### config.mk
export PLATFORM = sky130hd
export DESIGN_NAME = mul_issue_ctrl
export DESIGN_NICKNAME = d
export VERILOG_FILES = /design/src/rtl/mul_pkg.sv /design/src/rtl/hilo_reg.sv /design/src/rtl/mul_issue_ctrl.sv
export SDC_FILE = /design/constraint.sdc
export NUM_CORES = 1
export LEC_CHECK = 0
export ABC_CLOCK_PERIOD_IN_PS = 2250
export CORE_UTILIZATION = 42
export CTS_CLUSTER_DIAMETER = 120
export CTS_CLUSTER_SIZE = 25
export DETAILED_ROUTE_END_ITERATION = 10
export PLACE_DENSITY_LB_ADDON = 0.25
export SLEW_MARGIN = 20
export SYNTH_ARGS = -nofsm -noshare
export SYNTH_HDL_FRONTEND = slang
export SYNTH_SLANG_ARGS = --single-unit
### constraint.sdc
create_clock -name clk -period 2.25 [get_ports clk]
set_input_delay 0.45 -clock clk [delete_from_list [all_inputs] [get_ports clk]]
set_output_delay 0.45 -clock clk [all_outputs]
set_load 0.02 [all_outputs]
### src/rtl/mul_pkg.sv
// Shared definitions for the multiply issue controller.
// Contents:
//   - MUL_LAT_DEFAULT : default multiplier latency in cycles
//   - mul_op_e        : request op encodings
//   - mul_state_e     : issue FSM state encoding
//   - op_is_signed    : selects signed multiply for MULT/MUL/MADD
package mul_pkg;

  localparam int unsigned MUL_LAT_DEFAULT = 2;

  typedef enum logic [2:0] {
    OP_MULT  = 3'd0,
    OP_MULTU = 3'd1,
    OP_MUL   = 3'd2,
    OP_MTHI  = 3'd3,
    OP_MTLO  = 3'd4,
    OP_MADD  = 3'd5,
    OP_MADDU = 3'd6,
    OP_RSVD  = 3'd7
  } mul_op_e;

  typedef enum logic {
    ST_IDLE = 1'b0,
    ST_WAIT = 1'b1
  } mul_state_e;

  function automatic logic op_is_signed(input mul_op_e op);
    return (op == OP_MULT) || (op == OP_MUL) || (op == OP_MADD);
  endfunction

endpackage

### src/rtl/hilo_reg.sv
// Architectural HI/LO register pair.
// Ports:
//   clk, resetn        : clock, synchronous active-low reset
//   hi_we, lo_we       : MTHI / MTLO write strobes, data on wdata
//   wdata              : 32-bit move-to data
//   ld_we              : load {hi,lo} with mul_result (MULT/MULTU)
//   acc_we             : accumulate {hi,lo} += mul_result (MADD/MADDU),
//                        present only when MUL_ACC_EN is defined
//   mul_result         : 64-bit product
//   hi, lo             : register outputs
// Build option: MUL_ACC_EN enables the 64-bit accumulate adder.
module hilo_reg (
  input  logic        clk,
  input  logic        resetn,
  input  logic        hi_we,
  input  logic        lo_we,
  input  logic [31:0] wdata,
  input  logic        ld_we,
`ifdef MUL_ACC_EN
  input  logic        acc_we,
`endif
  input  logic [63:0] mul_result,
  output logic [31:0] hi,
  output logic [31:0] lo
);

  always_ff @(posedge clk) begin
    if (!resetn) begin
      hi <= '0;
      lo <= '0;
    end else if (ld_we) begin
      {hi, lo} <= mul_result;
`ifdef MUL_ACC_EN
    end else if (acc_we) begin
      // Single 64-bit add so the carry out of lo propagates into hi.
      {hi, lo} <= {hi, lo} + mul_result;
`endif
    end else begin
      if (hi_we) hi <= wdata;
      if (lo_we) lo <= wdata;
    end
  end

endmodule

### src/rtl/mul_issue_ctrl.sv
// Multiply issue controller: accepts multiply/move requests, drives an
// external fixed-latency multiplier, and retires results to HI/LO or to a
// GPR writeback port.
// Ports:
//   clk, resetn            : clock, synchronous active-low reset
//   flush                  : exception flush, drops/aborts the current op
//   req_valid/req_ready    : issue handshake
//   req_op/src1/src2/dst   : request payload
//   mul_sign/op1/op2       : multiplier operand drive (held during WAIT)
//   mul_result             : 64-bit product from the multiplier
//   busy                   : stall request while a multiply is in flight
//   hi, lo                 : architectural HI/LO
//   wb_valid/dst/data      : one-cycle MUL writeback
// Build option: MUL_ACC_EN enables MADD/MADDU; otherwise they are no-ops.
module mul_issue_ctrl
  import mul_pkg::*;
#(
  parameter int unsigned MUL_LAT = MUL_LAT_DEFAULT
) (
  input  logic        clk,
  input  logic        resetn,
  input  logic        flush,
  input  logic        req_valid,
  output logic        req_ready,
  input  logic [2:0]  req_op,
  input  logic [31:0] req_src1,
  input  logic [31:0] req_src2,
  input  logic [4:0]  req_dst,
  output logic        mul_sign,
  output logic [31:0] mul_op1,
  output logic [31:0] mul_op2,
  input  logic [63:0] mul_result,
  output logic        busy,
  output logic [31:0] hi,
  output logic [31:0] lo,
  output logic        wb_valid,
  output logic [4:0]  wb_dst,
  output logic [31:0] wb_data
);

  mul_state_e  state_q, state_d;
  logic [3:0]  cnt_q;
  mul_op_e     op_q;
  logic [31:0] src1_q, src2_q;
  logic [4:0]  dst_q;
  logic        sign_q;

  mul_op_e     op_in;
  logic        accept;
  logic        starts_mul;
  logic        complete;
  logic        mt_hi_we, mt_lo_we, ld_we;
`ifdef MUL_ACC_EN
  logic        acc_we;
`endif

  assign op_in     = mul_op_e'(req_op);
  assign req_ready = (state_q == ST_IDLE);
  assign busy      = (state_q == ST_WAIT);
  assign accept    = req_valid && req_ready && !flush;
  assign complete  = (state_q == ST_WAIT) && (cnt_q == 4'd1) && !flush;

  always_comb begin
    starts_mul = 1'b0;
    case (op_in)
      OP_MULT, OP_MULTU, OP_MUL: starts_mul = 1'b1;
`ifdef MUL_ACC_EN
      OP_MADD, OP_MADDU:         starts_mul = 1'b1;
`endif
      default:                   starts_mul = 1'b0;
    endcase
  end

  always_comb begin
    state_d = state_q;
    case (state_q)
      ST_IDLE: if (accept && starts_mul) state_d = ST_WAIT;
      ST_WAIT: if (flush || cnt_q == 4'd1) state_d = ST_IDLE;
      default: state_d = ST_IDLE;
    endcase
  end

  assign mt_hi_we = accept && (op_in == OP_MTHI);
  assign mt_lo_we = accept && (op_in == OP_MTLO);
  assign ld_we    = complete && ((op_q == OP_MULT) || (op_q == OP_MULTU));
`ifdef MUL_ACC_EN
  assign acc_we   = complete && ((op_q == OP_MADD) || (op_q == OP_MADDU));
`endif

  always_ff @(posedge clk) begin
    if (!resetn) begin
      state_q  <= ST_IDLE;
      cnt_q    <= '0;
      op_q     <= OP_MULT;
      src1_q   <= '0;
      src2_q   <= '0;
      dst_q    <= '0;
      sign_q   <= 1'b0;
      wb_valid <= 1'b0;
      wb_dst   <= '0;
      wb_data  <= '0;
    end else begin
      state_q  <= state_d;
      wb_valid <= complete && (op_q == OP_MUL);
      if (complete && (op_q == OP_MUL)) begin
        wb_dst  <= dst_q;
        wb_data <= mul_result[31:0];
      end
      if (accept && starts_mul) begin
        op_q   <= op_in;
        src1_q <= req_src1;
        src2_q <= req_src2;
        dst_q  <= req_dst;
        sign_q <= op_is_signed(op_in);
        cnt_q  <= 4'(MUL_LAT);
      end else if (state_q == ST_WAIT) begin
        cnt_q  <= flush ? '0 : cnt_q - 4'd1;
      end
    end
  end

  assign mul_sign = sign_q;
  assign mul_op1  = src1_q;
  assign mul_op2  = src2_q;

  hilo_reg u_hilo (
    .clk        (clk),
    .resetn     (resetn),
    .hi_we      (mt_hi_we),
    .lo_we      (mt_lo_we),
    .wdata      (req_src1),
    .ld_we      (ld_we),
`ifdef MUL_ACC_EN
    .acc_we     (acc_we),
`endif
    .mul_result (mul_result),
    .hi         (hi),
    .lo         (lo)
  );

endmodule

== After elaboration in Yosys (flattened, before gate mapping) ==
Index checks and enable logic that the tools add are counted.

* Add/subtract/negate cells: 1
* Reductions and logical operators: 21
* Eq/ne operators: 8
* Muxes and demuxes: 11
* Bitwise gates (word level): 2

{| class="wikitable"
|+ Operator list
! cell !! count
|-
| $mux W32 || 4
|-
| $eq A3 B2 Y1 const B || 3
|-
| $logic_and A1 B1 Y1 || 9
|-
| $eq A3 B1 Y1 const B || 2
|-
| $eq A3 B3 Y1 const B || 2
|-
| $logic_not A3 Y1 || 2
|-
| $reduce_bool A2 Y1 || 3
|-
| $eq A4 B1 Y1 const B || 1
|-
| $logic_or A1 B1 Y1 || 4
|-
| $mux W2 || 2
|-
| $mux W4 || 1
|-
| $sub A4 B1 Y4 const B || 1
|-
| $mux W1 || 3
|-
| $reduce_or A3 Y1 || 1
|-
| $not A1 Y1 || 2
|-
| $pmux W1 S2 || 1
|-
| $reduce_or A2 Y1 || 1
|-
| $logic_not A1 Y1 || 1
|}

* Logic and storage cells: 56
* Flip-flop bits (word level): 180
* Bits of input ports: 140
* Output and inout bits: 169

== Logic depth before layout (Yosys ltp) ==
Gate-level depths: netlist of run 1.

* Word-level depth: 6
* Depth in mapped cells: 8
* Mapped depth without buffers: 6

== Modules after synthesis ==
From an unflattened synthesis of run 1, not the netlist that was laid out.

* Cell total of the unflattened synthesis: 793
* Area, all modules: 8269.2 um^2

{| class="wikitable"
|+ By module, submodules not included
! module !! area an instance (um^2) !! times used !! sequential area each (um^2) !! cells an instance
|-
| mul_issue_ctrl || 4739.5 || 1 || 2322.2 || 508
|-
| hilo_reg || 3529.6 || 1 || 1281.2 || 285
|}

== Least setup slack after synthesis of run 1 ==
Ideal clock, no wire load.

* Path kind: flip-flop to flip-flop
* From: register cnt_q[0]
* To: register u_hilo.hi[20]
* Data required time: 2.131 ns
* Arrival: 1.915 ns
* Setup slack: 0.216 ns
* Path buffers: 2
* Cell stages (with the launch flop): 8
* Setup time: 0.119 ns
* Period minus slack after synthesis: 2.034 ns
* Cell sequence: dfxtp_1 -> ha_1 -> or3b_4 -> or4_4 -> buf_6 -> buf_6 -> o221ai_1 -> nor2_1

* Word-level cells in the longest chain between the ends: 5
* Elaborated cells between the ends (all ways): 6
* Those cells by class: eq/ne: 1; mux: 1; reduce/logical: 4

{| class="wikitable"
|+ RTL lines
! what !! line !! RTL
|-
| start, declared || mul_issue_ctrl.sv:42 || <nowiki>logic [3:0] cnt_q;</nowiki>
|-
| start signal, assigned || mul_issue_ctrl.sv:115 || <nowiki>cnt_q <= 4'(MUL_LAT);</nowiki>
|-
| start signal, assigned || mul_issue_ctrl.sv:117 || <nowiki>cnt_q <= flush ? '0 : cnt_q - 4'd1;</nowiki>
|-
| $eq A4 B1 Y1 (*) || mul_issue_ctrl.sv:61 || <nowiki>assign complete = (state_q == ST_WAIT) && (cnt_q == 4'd1) && !flush;</nowiki>
|-
| $logic_and A1 B1 Y1 (*) (2 in series) || mul_issue_ctrl.sv:61 ||
|-
| $logic_and A1 B1 Y1 (*) || mul_issue_ctrl.sv:85 || <nowiki>assign ld_we = complete && ((op_q == OP_MULT) || (op_q == OP_MULTU));</nowiki>
|-
| $mux W32 or $reduce_bool A2 Y1 (tied branches) || n/a ||
|-
| end signal, assigned || hilo_reg.sv:32 || <nowiki>{hi, lo} <= mul_result;</nowiki>
|-
| end signal, assigned || hilo_reg.sv:39 || <nowiki>if (hi_we) hi <= wdata;</nowiki>
|-
| end, declared || hilo_reg.sv:23 || <nowiki>output logic [31:0] hi,</nowiki>
|}

Mark *: on every way between the ends. The rest lies on a longest branch, timed or not.
A chain may end at the register's enable or synchronous reset.

== Final worst setup path of run 1 ==
* From: register cnt_q[1]
* To: register u_hilo.lo[26]

* Word-level cells in the longest chain between the ends: 5
* Elaborated cells between the ends (all ways): 6
* Those cells by class: eq/ne: 1; mux: 1; reduce/logical: 4

{| class="wikitable"
|+ RTL lines
! what !! line !! RTL
|-
| $eq A4 B1 Y1 (*) || mul_issue_ctrl.sv:61 ||
|-
| $logic_and A1 B1 Y1 (*) (2 in series) || mul_issue_ctrl.sv:61 ||
|-
| $logic_and A1 B1 Y1 (*) || mul_issue_ctrl.sv:85 ||
|-
| $mux W32 or $reduce_bool A2 Y1 (tied branches) || n/a ||
|-
| end signal, assigned || hilo_reg.sv:32 ||
|-
| end signal, assigned || hilo_reg.sv:40 || <nowiki>if (lo_we) lo <= wdata;</nowiki>
|-
| end, declared || hilo_reg.sv:24 || <nowiki>output logic [31:0] lo</nowiki>
|}

Marks and branches as above.

==> metrics.log, run 1 <==
INFO  metric synth_edf_count = 0
INFO  metric drive_gt1_frac = 0.07712
INFO  metric worst_slew_margin_rel = 0.6635
INFO  metric yosysSeqAreaShare = 0.5312
INFO  metric critical_path_capture_point_type = register
INFO  metric worstSetupPathDepth = 8
INFO  metric synthesis.nets = ~980
INFO  metric critical-path-max-stage-delay = about 0.52 ns
INFO  metric timing_worst_slew_pin_value = between 0.5 and 0.6 ns
INFO  metric critical_path.n_buffers_inverters = 3
INFO  metric yosysTopAreaCell = dfxtp_1
INFO  metric r2r_cells = 8
INFO  metric cts_htree_levels = 4
INFO  metric required = roughly 2.6 ns
INFO  metric pin_count = slightly above 300
INFO  metric finish.net_count = roughly 1.3k
INFO  metric global_route.overflow_total = 0
INFO  metric reg_clk_slew_reported_paths = 0.07 ns
INFO  metric first_global_vias = 6679
INFO  metric wire_per_inst = roughly 17 um
INFO  metric dp.final_hpwl = 16840 um
INFO  metric cts-hold-fix-buffers = 0
INFO  metric synth.ff_latch_count = 180
INFO  metric grt_pass1_wl = 35570 um
INFO  metric hold_path_depth = 2
INFO  metric final.min_clock_period = 2.156 ns
INFO  metric post_route_cell_area = approximately 0.011 mm^2
INFO  metric postPlaceCellArea = about 0.010 mm^2
INFO  metric cts-root-to-sink-buffers = 2
INFO  metric totalPowerFinal = 6.773 mW
INFO  metric rsz0062_at_grt = no
INFO  metric post_synthesis_instance_area = between 0.006 and 0.007 mm^2
INFO  metric die_area = around 0.017 mm^2
INFO  metric drtAntennaViolNets = 0
INFO  metric setup.worst_path.start_class = register
INFO  metric number_of_standard_cells_after_synthesis = about 840
INFO  metric design.core.area = 0.01583 mm^2
INFO  metric postSynthAreaPerCell = around 8 um^2
INFO  metric fp.dieW = roughly 130 um
INFO  metric power.density = just over 600 mW/mm^2
INFO  metric gp_routability_congestion = 0.8043
INFO  metric max_cap_viol_count = 0
INFO  metric tritoncts_clock_tree = built
INFO  metric antenna_found_initial = 1
INFO  metric postSynth.topFlopCell = dfxtp_1
INFO  metric yosys.cell_types.count = 38
INFO  metric clock_skews = 0.006120 ns
INFO  metric drc = 0
INFO  metric layout.filler_cells = between 1k and 1.5k
INFO  metric clock_insertion_delay_worst_skew = roughly 0.43 ns
INFO  metric crit_path_cell_trace = inv_1 -> ha_1 -> or3b_4 -> or4_4 -> buf_12 -> o21ai_0 -> buf_4 -> a31oi_1
INFO  metric drtPass1Iterations = 4
INFO  metric io_buffers = 308
INFO  metric std_cell_rows = 46
INFO  metric maximum_number_of_pins_on_one_net_before_global_route_repair = between 50 and 60
INFO  metric power.leakage = about 3.7 nW
INFO  metric cts_root_buffer = clkbuf_16
INFO  metric drc_violation_total_after_the_first_tritonroute_iteration = 428
INFO  metric synth_most_common_cell = nand2_1
INFO  metric timing.critical_path.arrival = 2.47 ns
INFO  metric vias = just over 7k
INFO  metric synthArstFlopShare = 0
INFO  metric critPathTopFamily = simple AND/OR/NAND/NOR gates
INFO  metric yosysWarningCount = 0
INFO  metric max_freq = 463.9 MHz
INFO  metric vertical_die_dimension = around 130 um
INFO  metric finalWirelength = 23630 um
INFO  metric cts_made_buffers = 17
INFO  metric run_status = finished, final reports clean
INFO  metric clock-sinks = 180
INFO  metric crit_path_top_delay_cell = or4_4
INFO  metric finalHoldViolations = 0
INFO  metric netlist_top_cells_count = nand2_1, dfxtp_1, a21oi_1
INFO  metric finalSetupViolations = 0
INFO  metric fin_tns_setup = 0 ns
INFO  metric effective_utilization_at_floorplan = 0.4286
INFO  metric area_growth_syn_to_layout = 60.40%
INFO  metric netlist_top_cells_area = dfxtp_1, nand2_1, a21oi_1, o221ai_1, nor3_1
INFO  metric cts_repair_resize_count = 0
INFO  metric grt_util_all_layers = 0.2789
INFO  metric postCtsSetupRepairBufs = 0
INFO  metric min_period_over_period = 0.9580
INFO  metric netlist.area_leader.share = 0.5312
INFO  metric final_max_slew_viol_count = 0
INFO  metric timing.setup.critical_path_class = register to register
INFO  metric holdCritPathClass = register to register
INFO  metric post_drt_via_cell_ratio = around 5.2
INFO  metric peakVddDrop = about 0.52 mV
INFO  metric cp_max_fo = 19
[routing by layer]
layer,GRT usage,part of all wire,wire length [um]
met5,0,0,0
met4,0.1253,0.032,749
met3,0.09042,0.083,1963
met2,0.4620,0.47,11200
met1,0.3302,0.41,9714
[cells by family after synthesis]
group,synth area share
compound gates,0.2020
simple gates,0.2119
xor+xnor,0.002583
fa+ha+maj,0.003688
buf+inv,0.04869
flops,0.5312
[power breakdown]
group	internal [mW]	total, mW	switching, mW
clock	1.47	2.74	1.27
sequential	3.25	3.28	0.0349
combinational	0.404	0.748	0.344
total	5.12	6.77	1.65
[tightest hold or removal path, delay by kind of cell, from the launching register on]
kind               cells  cell delay (ns)
AOI/OAI and AO/OA      1             0.05
and+or+nand+nor        1             0.05
DFF                    1             0.31
[layout by cell type (no fill, tap or decap), drive strengths merged, types with 22 or more instances in the layout]
cell type / netlist / routed
a21oi: 173 / 173
buf: 22 / 40
clkbuf: 46 / 22
clkdlybuf4s50: 0 / 307
dfxtp: 180 / 180
nand2: 249 / 249
nor2: 41 / 41
nor3: 35 / 35
o21ai: 32 / 32
o221ai: 32 / 32
[registers in the layout, summed over array words and instances (netlist names), 4 cells and up]
signal,cells
mul_op1,32
mul_op2,32
u_hilo.hi,32
u_hilo.lo,32
wb_data,32
dst_q,5
wb_dst,5
cnt_q,4
[area by class of cell]
class                      count  area (um^2)  area share
sequential                   180         3603      0.3311
tap                          216        270.3     0.02484
multi-input combinational    590         2884      0.2650
clock buffer                  21        460.4     0.04231
inverter                       4        16.27    0.001495
timing repair buffer         348         3566      0.3277
antenna                        1        2.502   0.0002300
clock inverter                11        78.83    0.007244
[final timing paths]
path / from / endpoint / slack [ns]
min: wb_data[11]$_SDFFE_PN0P_ / wb_data[11]$_SDFFE_PN0P_ / 0.45
max: cnt_q[1]$_SDFFE_PN0P_ / u_hilo.lo[26]$_SDFFE_PN0P_ / 0.09
max reg2reg: cnt_q[1]$_SDFFE_PN0P_ / u_hilo.lo[26]$_SDFFE_PN0P_ / 0.09
min reg2reg: wb_data[11]$_SDFFE_PN0P_ / wb_data[11]$_SDFFE_PN0P_ / 0.45
[metrics by stage]
| stage | hold WS, ns | setup slack (ns) | cells | util |
|---|---|---|---|---|
| floorplan | 0.4366 | 0.2159 | 842 | - |
| global placement | 0.4373 | 0.01871 | 1337 | 0.6508 |
| detailed placement | 0.4432 | -0.007374 | 1337 | 0.6508 |
| CTS | 0.4516 | 0.06001 | 1369 | 0.6849 |
| global route | 0.4695 | 0.01613 | 1371 | 0.6875 |
| finish | 0.4490 | 0.09442 | 1371 | 0.6875 |
Power figures use the tool's default switching activity.
==> run 2: changes to the inputs <==
--- a/config.mk
+++ b/config.mk
@@ -11,6 +11,7 @@
 export CTS_CLUSTER_SIZE = 25
 export DETAILED_ROUTE_END_ITERATION = 10
 export PLACE_DENSITY_LB_ADDON = 0.25
+export SKIP_LAST_GASP = 1
 export SLEW_MARGIN = 20
 export SYNTH_ARGS = -nofsm -noshare
 export SYNTH_HDL_FRONTEND = slang
==> results of run 2 <==
Final layout, timing and power as in run 1 (identical DEF).
==> run 3: changes to the inputs <==
--- a/config.mk
+++ b/config.mk
@@ -10,7 +10,8 @@
 export CTS_CLUSTER_DIAMETER = 120
 export CTS_CLUSTER_SIZE = 25
 export DETAILED_ROUTE_END_ITERATION = 10
-export PLACE_DENSITY_LB_ADDON = 0.25
+export GPL_ROUTABILITY_DRIVEN = 0
+export PLACE_DENSITY_LB_ADDON = 0.05
 export SKIP_LAST_GASP = 1
 export SLEW_MARGIN = 20
 export SYNTH_ARGS = -nofsm -noshare
==> metrics.log, run 3 (synthesis gave the netlist of run 1 again) <==
INFO  metric cts-hold-fix-buffers = 0
INFO  metric cp_max_fo = 26
INFO  metric crit_path_cell_trace = inv_1 -> ha_1 -> or3b_4 -> or4_4 -> buf_12 -> o221ai_1 -> nor2_1
INFO  metric r2r_cells = 7
INFO  metric effective_utilization_at_floorplan = 0.4286
INFO  metric share_of_the_core_filled_with_cells_in_the_final_layout = 0.6836
INFO  metric power.density = 645.8 mW/mm^2
INFO  metric grt_util_all_layers = 0.2725
INFO  metric hold_path_depth = 2
INFO  metric cts_made_buffers = 17
INFO  metric wire_per_inst = about 17 um
INFO  metric global_route.overflow_total = 0
INFO  metric met1_length = 9089 um
INFO  metric design.core.area = 0.01583 mm^2
INFO  metric grt_pass1_wl = around 35000 um
INFO  metric antennaDiodeCount = 0
INFO  metric totalPowerFinal = 6.988 mW
INFO  metric first_global_vias = approximately 6.5k
INFO  metric clock_insertion_delay_worst_skew = roughly 0.44 ns
INFO  metric antenna_found_initial = 0
INFO  metric cts_root_buffer = clkbuf_16
INFO  metric cts_htree_levels = 4
INFO  metric die_area = approximately 0.017 mm^2
INFO  metric final.min_clock_period = 2.145 ns
INFO  metric setup.worst_path.start_class = register
INFO  metric finalWirelength = around 23000 um
INFO  metric fin_tns_setup = 0 ns
INFO  metric min_to = mul_sign$_SDFFE_PN0P_
INFO  metric holdCritPathClass = input port to register
INFO  metric timing_worst_slew_pin_value = around 0.4 ns
INFO  metric postCtsSetupRepairBufs = 0
INFO  metric run_status = finished, final reports clean
INFO  metric drive_gt1_frac = 0.06987
INFO  metric commonest_cells_after_routing_fill_and_taps_aside = clkdlybuf4s50_1, nand2_1, dfxtp_1
INFO  metric leading_cell_type_in_the_layout_fill_and_taps_excluded = clkdlybuf4s50_1
INFO  metric finish.net_count = 1275
INFO  metric fp.dieW = about 130 um
INFO  metric met3_wirelength = ~2000 um
INFO  metric peakVddDrop = between 0.4 and 0.5 mV
INFO  metric finalHoldViolations = 0
INFO  metric clock-sinks = 180
INFO  metric io_buffers = between 300 and 400
INFO  metric intPower = 5.319 mW
INFO  metric regToRegStartpoint = cnt_q[1]$_SDFFE_PN0P_
INFO  metric critical_path.reg2reg.endpoint = u_hilo.hi[28]$_SDFFE_PN0P_
INFO  metric min_period_over_period = 0.9533
INFO  metric drc_violation_total_after_the_first_tritonroute_iteration = 389
INFO  metric dp_cells = roughly 1.3k
INFO  metric switching_share_of_power = 0.2388
INFO  metric pwr-share-comb = 0.105
INFO  metric maximum_number_of_pins_on_one_net_before_global_route_repair = 55
INFO  metric max_cap_viol_count = 0
INFO  metric drtAntennaViolNets = 0
INFO  metric total_switching_power = approximately 1.7 mW
INFO  metric area_growth_syn_to_layout = 59.50%
INFO  metric vertical_die_dimension = between 100 and 150 um
INFO  metric fin_cells = 1361
INFO  metric sequential_share_of_power = 0.469
INFO  metric timing.setup.critical_path_class = register to register
INFO  metric final_max_slew_viol_count = 0
INFO  metric dp.final_hpwl = ~16000 um
INFO  metric drc = 0
INFO  metric cts_repair_resize_count = 0
INFO  metric clock_skews = about 0.012 ns
INFO  metric critical_path_capture_point_type = register
INFO  metric tritoncts_clock_tree = built
INFO  metric worst_slew_margin_rel = 0.7349
INFO  metric route.met2.wl = about 11000 um
INFO  metric std_cell_rows = 46
INFO  metric clkPwrFrac = 0.426
INFO  metric drtPass1Iterations = 5
INFO  metric power.leakage = 3.690 nW
INFO  metric required = roughly 2.6 ns
INFO  metric r2r_setup_slack = 0.11 ns
INFO  metric cts-root-to-sink-buffers = 2
INFO  metric layout.filler_cells = roughly 1.4k
INFO  metric finalSetupViolations = 0
INFO  metric max_freq = between 400 and 500 MHz
INFO  metric post_drt_via_cell_ratio = about 5.1
INFO  metric crit_path_top_delay_cell = or4_4
INFO  metric rsz0062_at_grt = no
INFO  metric vias = approximately 7.0k
INFO  metric pin_count = between 300 and 400
INFO  metric dr.max_layer_used = met4
INFO  metric hp-start = resetn
INFO  metric timing.critical_path.arrival = between 2 and 2.5 ns
INFO  metric reg_clk_slew_reported_paths = about 0.07 ns
INFO  metric pre_cts_ws = -0.02161 ns
INFO  metric critical-path-max-stage-delay = between 0.5 and 0.6 ns
INFO  metric timing.critical_path.from = cnt_q[1]$_SDFFE_PN0P_
INFO  metric worst_slack = 0.1052 ns
==> run 3: final cells by class <==
cell class | count | area [um^2] | share of cell area
inverter | 4 | 16.27 | 0.001503
sequential | 180 | 3603 | 0.3330
clock inverter | 13 | 147.6 | 0.01364
tap | 216 | 270.3 | 0.02498
timing repair buffer | 340 | 3476 | 0.3212
multi-input combinational | 590 | 2868 | 0.2650
clock buffer | 18 | 439.2 | 0.04059
==> run 3: critical path, delay by kind of cell, from the launching register on <==
kind / cells / cell delay (ns)
simple gates: 3 / 1.05
fa+ha+maj: 1 / 0.16
flops: 1 / 0.33
compound gates: 1 / 0.21
buf+inv: 2 / 0.27
==> run 3: stage by stage <==
| stage | hold WS (ns) | cell area [um^2] |
|---|---|---|
| 2_1_floorplan | 0.4366 | 6784 |
| 3_3_place_gp | 0.4356 | 10230 |
| 3_5_place_dp | 0.4420 | 10230 |
| 4_1_cts | 0.3896 | 10810 |
| 5_1_grt | 0.3948 | 10820 |
| 6_report | 0.3943 | 10820 |
==> run 3: power by group through the flow <==
stage          Clock (mW)  Combinational, mW  Sequential (mW)
2_1_floorplan           0              0.196             3.42
3_3_place_gp            0              0.729             3.35
3_5_place_dp            0              0.731             3.35
4_1_cts              3.02              0.735             3.28
5_1_grt              3.16              0.788             3.29
6_report             2.98              0.731             3.28
==> run 3: how the worst max path moves through the flow <==
| stage | to | slack (ns) | cells past startpoint |
|---|---|---|---|
| after floorplan | u_hilo.hi[20]$_SDFFE_PN0P_ | 0.22 | 7 |
| after global placement | mul_op2[7]$_SDFFE_PN0P_ | 0.03 | 6 |
| after detailed placement | mul_op1[10]$_SDFFE_PN0P_ | -0.02 | 6 |
| after CTS | u_hilo.hi[11]$_SDFFE_PN0P_ | 0.06 | 7 |
| after global routing | u_hilo.hi[11]$_SDFFE_PN0P_ | 0.0001 | 7 |
| final | u_hilo.hi[28]$_SDFFE_PN0P_ | 0.11 | 7 |
==> run 3: routing by layer <==
metal,vias to the layer above,GRT usage
met5,-,0
met4,0,0.08651
met3,27,0.09579
met1,3266,0.3215
met2,247,0.4636
li1,3435,-
